===== config.mk =====
export PLATFORM = sky130hd
export DESIGN_NAME = crc_req_sched
export DESIGN_NICKNAME = d
export VERILOG_FILES = /design/src/rtl/crc_req_sched.sv
export SDC_FILE = /design/constraint.sdc
export NUM_CORES = 1
export LEC_CHECK = 0
export ABC_AREA = 1
export BUFFER_PORTS_ARGS = -buffer_cell sky130_fd_sc_hd__buf_2
export CORE_AREA = 2 2 174 176
export DETAILED_ROUTE_END_ITERATION = 10
export DIE_AREA = 0 0 176 178
export HOLD_SLACK_MARGIN = 0.02
export PLACE_DENSITY = 0.52
export SLEW_MARGIN = 10
export SYNTH_ARGS = -nofsm -noshare
export SYNTH_HDL_FRONTEND = slang
export SYNTH_SLANG_ARGS = --single-unit

===== constraint.sdc =====
create_clock -name clk_1 -period 3.6 [get_ports clk_1]
set_input_delay 0.18 -clock clk_1 [delete_from_list [all_inputs] [get_ports clk_1]]
set_output_delay 0.18 -clock clk_1 [all_outputs]
set_load 0.03 [all_outputs]

===== src/rtl/crc_req_sched.sv =====
// Round-robin scheduler sharing one CRC engine among NUM_REQ requesters.
// Define CRC_SCHED_WATCHDOG_EN to enable the engine-response watchdog (rsp_timeout).
module crc_req_sched #(
  parameter  int NUM_REQ = 4,
  parameter  int MSG_W   = 60,
  parameter  int TIMEOUT = 64,
  localparam int ID_W    = $clog2(NUM_REQ)
) (
  input  logic                     clk_1,
  input  logic                     rst_n,
  input  logic [NUM_REQ-1:0]       req_valid,
  output logic [NUM_REQ-1:0]       req_ready,
  input  logic [NUM_REQ-1:0]       req_mode,
  input  logic [NUM_REQ-1:0]       req_crc,
  input  logic [NUM_REQ*MSG_W-1:0] req_msg,
  output logic                     eng_in_valid,
  output logic                     eng_mode,
  output logic                     eng_crc,
  output logic [MSG_W-1:0]         eng_message,
  input  logic                     eng_out_valid,
  input  logic [MSG_W-1:0]         eng_out,
  output logic                     rsp_valid,
  input  logic                     rsp_ready,
  output logic [ID_W-1:0]          rsp_id,
  output logic [MSG_W-1:0]         rsp_data,
  output logic                     rsp_timeout,
  output logic                     err_spurious
);

  // state | meaning
  // IDLE  | arbitrate, grant one requester
  // ISSUE | one-cycle start pulse to the engine
  // WAIT  | wait for the engine result (or watchdog expiry)
  // RESP  | hold the response until it is accepted
  localparam logic [1:0] ST_IDLE  = 2'd0;
  localparam logic [1:0] ST_ISSUE = 2'd1;
  localparam logic [1:0] ST_WAIT  = 2'd2;
  localparam logic [1:0] ST_RESP  = 2'd3;

  logic [1:0]       state_q, state_d;
  logic [ID_W-1:0]  last_q, last_d, id_q, id_d;
  logic             mode_q, mode_d, crc_q, crc_d;
  logic             to_q, to_d, spur_q, spur_d;
  logic [MSG_W-1:0] msg_q, msg_d, data_q, data_d;
  logic             gnt_found;
  logic [ID_W-1:0]  gnt_idx, cand;
  logic             wd_hit;

  always_comb begin
    gnt_found = 1'b0;
    gnt_idx   = '0;
    cand      = '0;
    for (int k = 1; k <= NUM_REQ; k++) begin
      cand = ID_W'((int'(last_q) + k) % NUM_REQ);
      if (!gnt_found && req_valid[cand]) begin
        gnt_found = 1'b1;
        gnt_idx   = cand;
      end
    end
  end

`ifdef CRC_SCHED_WATCHDOG_EN
  localparam int WD_W = $clog2(TIMEOUT + 1);
  logic [WD_W-1:0] wd_q, wd_d;

  // Expire on the WAIT cycle whose incremented count reaches TIMEOUT-1, so the
  // timeout response appears TIMEOUT cycles after the start pulse.
  assign wd_hit = (wd_q + WD_W'(1)) == WD_W'(TIMEOUT - 1);

  always_comb begin
    wd_d = wd_q;
    if (state_q == ST_ISSUE)     wd_d = '0;
    else if (state_q == ST_WAIT) wd_d = wd_q + WD_W'(1);
  end

  always_ff @(posedge clk_1 or negedge rst_n) begin
    if (!rst_n) wd_q <= '0;
    else        wd_q <= wd_d;
  end
`else
  assign wd_hit = 1'b0;
`endif

  always_comb begin
    state_d   = state_q;
    last_d    = last_q;
    id_d      = id_q;
    mode_d    = mode_q;
    crc_d     = crc_q;
    msg_d     = msg_q;
    data_d    = data_q;
    to_d      = to_q;
    spur_d    = spur_q | (eng_out_valid & (state_q != ST_WAIT));
    req_ready = '0;
    case (state_q)
      ST_IDLE: begin
        if (gnt_found) begin
          req_ready[gnt_idx] = 1'b1;
          id_d    = gnt_idx;
          mode_d  = req_mode[gnt_idx];
          crc_d   = req_crc[gnt_idx];
          msg_d   = req_msg[gnt_idx*MSG_W +: MSG_W];
          state_d = ST_ISSUE;
        end
      end
      ST_ISSUE: state_d = ST_WAIT;
      ST_WAIT: begin
        // A result arriving on the expiry cycle takes precedence.
        if (eng_out_valid) begin
          data_d  = eng_out;
          to_d    = 1'b0;
          state_d = ST_RESP;
        end else if (wd_hit) begin
          data_d  = '0;
          to_d    = 1'b1;
          state_d = ST_RESP;
        end
      end
      ST_RESP: begin
        if (rsp_ready) begin
          last_d  = id_q;
          state_d = ST_IDLE;
        end
      end
      default: state_d = ST_IDLE;
    endcase
  end

  always_ff @(posedge clk_1 or negedge rst_n) begin
    if (!rst_n) begin
      state_q <= ST_IDLE;
      last_q  <= ID_W'(NUM_REQ - 1);
      id_q    <= '0;
      mode_q  <= 1'b0;
      crc_q   <= 1'b0;
      msg_q   <= '0;
      data_q  <= '0;
      to_q    <= 1'b0;
      spur_q  <= 1'b0;
    end else begin
      state_q <= state_d;
      last_q  <= last_d;
      id_q    <= id_d;
      mode_q  <= mode_d;
      crc_q   <= crc_d;
      msg_q   <= msg_d;
      data_q  <= data_d;
      to_q    <= to_d;
      spur_q  <= spur_d;
    end
  end

  assign eng_in_valid = (state_q == ST_ISSUE);
  assign eng_mode     = mode_q;
  assign eng_crc      = crc_q;
  assign eng_message  = msg_q;
  assign rsp_valid    = (state_q == ST_RESP);
  assign rsp_id       = id_q;
  assign rsp_data     = data_q;
  assign rsp_timeout  = to_q;
  assign err_spurious = spur_q;

endmodule


==> run_results.csv <==
group,metric,value,unit
outcome,status,"completed",
finish,area_delta_synth_final,43.89,%
clock_network,cts_max_level,4,
routing,first_pass_iters,5,
synth,synth.distinct_cells,27,
setup_path,cp-end-kind,"primary output",
setup_path,worstSetupStartpointType,"flop",
clock_network,numCtsBuffers,17,
clock_network,cts_tree,"yes",
synth,syn_area,8538,µm²
synth,synthTopCellsByArea,"dfrtp_1 37%, nand2_1 18%, inv_1 12%",
routing,wl_per_cell,15.60,µm
setup_path,arrival,2.98,ns
clock_network,cts_resized,0,
die,core,29400,µm²
run,drv_cap,0,
routing,num_vias,9635,
sta,slew_violations,0,
global_routing,groute.usage.overall,0.2023,
clock_network,clkTransAtPathRegs,0.06,ns
clock_network,cts.sinks,129,
power_and_ir_drop,switching_share,0.5501,
power_and_ir_drop,p_seq_frac,0.187,
clock_network,cts.path.max_buffers,2,
sta,setup_slack,0.4388,ns
die,io-pin-count,448,
sta,hold_slack,0.04570,ns
synth,synth_top_area_cell,"dfrtp_1",
setup_path,reg2reg_slack,0.76,ns
sta,tns,0,ns
power_and_ir_drop,max-vdd-ir-drop,561.1,µV
sta,hold_viol,0,
place,port_buffers,446,
routing,viasPerCell,4.579,
global_routing,grt_pass1_wl,49890,µm
place,dp_hpwl,23750,µm
synth,ys_ff_latch,129,
sta,fin_crit,3.161,ns
min_path,min_path_cells,3,
place,gp_congestion,0.8523,
min_path,hold_path_end,"err_spurious",
synth,synthArstFlopShare,1.000,
finish,nets,2016,
synth,yosysTopAreaCellShare,0.3722,
power_and_ir_drop,comb_power_share,0.677,
power_and_ir_drop,p_int,6.184,mW
finish,multi_input_area,3914,µm²
sta,tightest_slew,0.8023,ns
sta,skew,0.01193,ns
setup_path,reg2reg_from,"last_q[0]",
setup_path,critical_path_class,"reg -> out",
finish,drive_above_1_share,0.3365,
global_routing,grt_pass1_vias,9293,
power_and_ir_drop,p_leak,7.448,nW
routing,ant_nets,0,
synth,ys.flop_type,"dfrtp_1",
routing,routed_wl,32830,µm
place,place_area,11050,µm²
sta,max-slew-margin-rel,0.4651,
power_and_ir_drop,clkPwrFrac,0.136,
power_and_ir_drop,power_density,1119,nW/µm²
power_and_ir_drop,finalPower,13.75,mW
die,die_area,31330,µm²
die,start_util,0.2904,
clock_network,clk_latency,0.43,ns
global_routing,grt_overflow,0,
setup_path,path_max_fanout,37,
setup_path,critPathRequiredTime,3.42,ns
min_path,hold_start,"eng_out_valid",
sta,setup_viol_count_final,0,
global_routing,antenna_found_initial,3,
synth,synth_nets,1559,
die,rows,63,
synth,yosys_warnings,0,
power_and_ir_drop,switchingPower,7.562,mW
die,die_h,178,µm
finish,final_cell_area,12290,µm²
min_path,min_path_type,"in -> reg",
synth,syn_avg_cell_area,6.891,µm²
setup_path,r2r-end,"eng_message[5]",
global_routing,grt_max_degree,107,
routing,drt_iter0_markers,552,
place,pre_cts_ws,0.7827,ns
clock_network,root_buffer,"clkbuf_16",
sta,rsz0062_at_grt,"no",
die,die_w,176,µm
sta,clock.fmax,316.3,MHz
finish,final-seq-area,3231,µm²
synth,ys_seq_area_frac,0.3784,
setup_path,reg2reg_depth,14,
sta,period_share,0.8781,
synth,synth-edff-count,0,
routing,drc_errors,0,
synth,syn_inst,1239,
finish,n_fill_cell,3122,
[final cells by class]
class,instances,area share
clock inverter,15,0.01507
antenna,5,0.001018
timing repair buffer,524,0.2464
clock buffer,17,0.03463
multi-input combinational,758,0.3186
sequential,129,0.2630
tap,390,0.03972
inverter,266,0.08168
[cells by family after synthesis]
family                   count (synthesis)  share of synthesized area
AO/OA/AOI/OAI                           11                   0.007473
adder cells (fa/ha/maj)                  4                   0.005862
buffers and inverters                  352                     0.1653
flip-flops                             129                     0.3784
multiplexers                            60                    0.07913
other                                    1                  0.0004392
AND/OR/NAND/NOR                        682                     0.3634
[cells in the mapped netlist (3+ instances only)]
| cell type | instances |
|---|---|
| buf_2 | 23 |
| inv_2 | 3 |
| ha_1 | 4 |
| mux2_2 | 60 |
| nand2_1 | 411 |
| nand3_4 | 3 |
| buf_4 | 3 |
| nand4_1 | 125 |
| nor2_1 | 6 |
| dfrtp_1 | 127 |
| inv_1 | 262 |
| o21ai_0 | 4 |
| nand3_1 | 128 |
| nand2_2 | 3 |
| buf_1 | 18 |
| clkbuf_1 | 36 |
| a21oi_1 | 4 |
| buf_6 | 6 |
[layer usage]
layer	track usage	wire, µm
met5	0	0
met3	0.03559	2093
met1	0.2624	14100
met2	0.3437	15950
met4	0.06302	687
[state kept, by name, summed over array words and instances, names as in the netlist]
name          cells
state_q           2
err_spurious      1
last_q            2
rsp_id            2
eng_mode          1
eng_message      60
eng_crc           1
rsp_data         60
[power by group through the flow]
stage	Clock, mW	Sequential [mW]	Combinational [mW]
6_report	1.87	2.58	9.30
5_1_grt	2.00	2.67	10.3
4_1_cts	1.93	2.57	9.37
3_5_place_dp	0	2.59	9.31
3_3_place_gp	0	2.57	9.24
2_1_floorplan	0	3.92	5.50
[per-stage QoR]
stage               cells    util
floorplan            1239       -
global placement     2006  0.3759
detailed placement   2006  0.3759
CTS                  2099  0.4174
global route         2102  0.4177
finish               2104  0.4178
[cell usage in the layout, fill, tap and decap left out, drive strengths merged]
| cell | instances |
|---|---|
| buf | 463 |
| o21bai | 2 |
| diode | 5 |
| dlygate4sd3 | 61 |
| ha | 4 |
| clkinv | 2 |
| dfstp | 2 |
| inv | 276 |
| nand3 | 131 |
| dfrtp | 127 |
| nor3 | 3 |
| conb | 1 |
| bufinv | 2 |
| o21ai | 4 |
| nand4 | 125 |
| clkbuf | 17 |
| clkinvlp | 1 |
| a21oi | 5 |
| mux2 | 60 |
| nor2 | 8 |
| nand2 | 415 |
[worst max-delay path: stages, from the launching register on]
cell	delay, ns
dfstp_2	0.68
inv_6	0.08
nand2_1	0.09
nand2_2	0.07
nand2_1	0.06
nand2_1	0.08
nand2_1	0.13
nand2_1	0.10
nand2_4	0.22
buf_4	0.42
nand2_1	0.13
inv_1	0.08
nor2_1	0.05
inv_1	0.10
nor2_1	0.04
buf_2	0.20
[worst max-delay path by stage]
stage | endpoint | slack [ns] | cells past startpoint | startpoint
after floorplan | req_ready[1] | 1.14 | 12 | last_q[0]
after global placement | eng_message[24] | 0.83 | 14 | last_q[0]
after detailed placement | eng_message[24] | 0.78 | 14 | last_q[0]
after CTS | req_ready[2] | 0.44 | 15 | last_q[0]
after global routing | req_ready[2] | 0.1 | 15 | last_q[0]
final | req_ready[2] | 0.44 | 15 | last_q[0]
[timing repair]
action	4_1_cts	5_1_grt
hold buffers	61	0
buffers inserted	0	0
hold endpoints to repair	109	0
No activity file was read; power rests on OpenSTA's default activity.
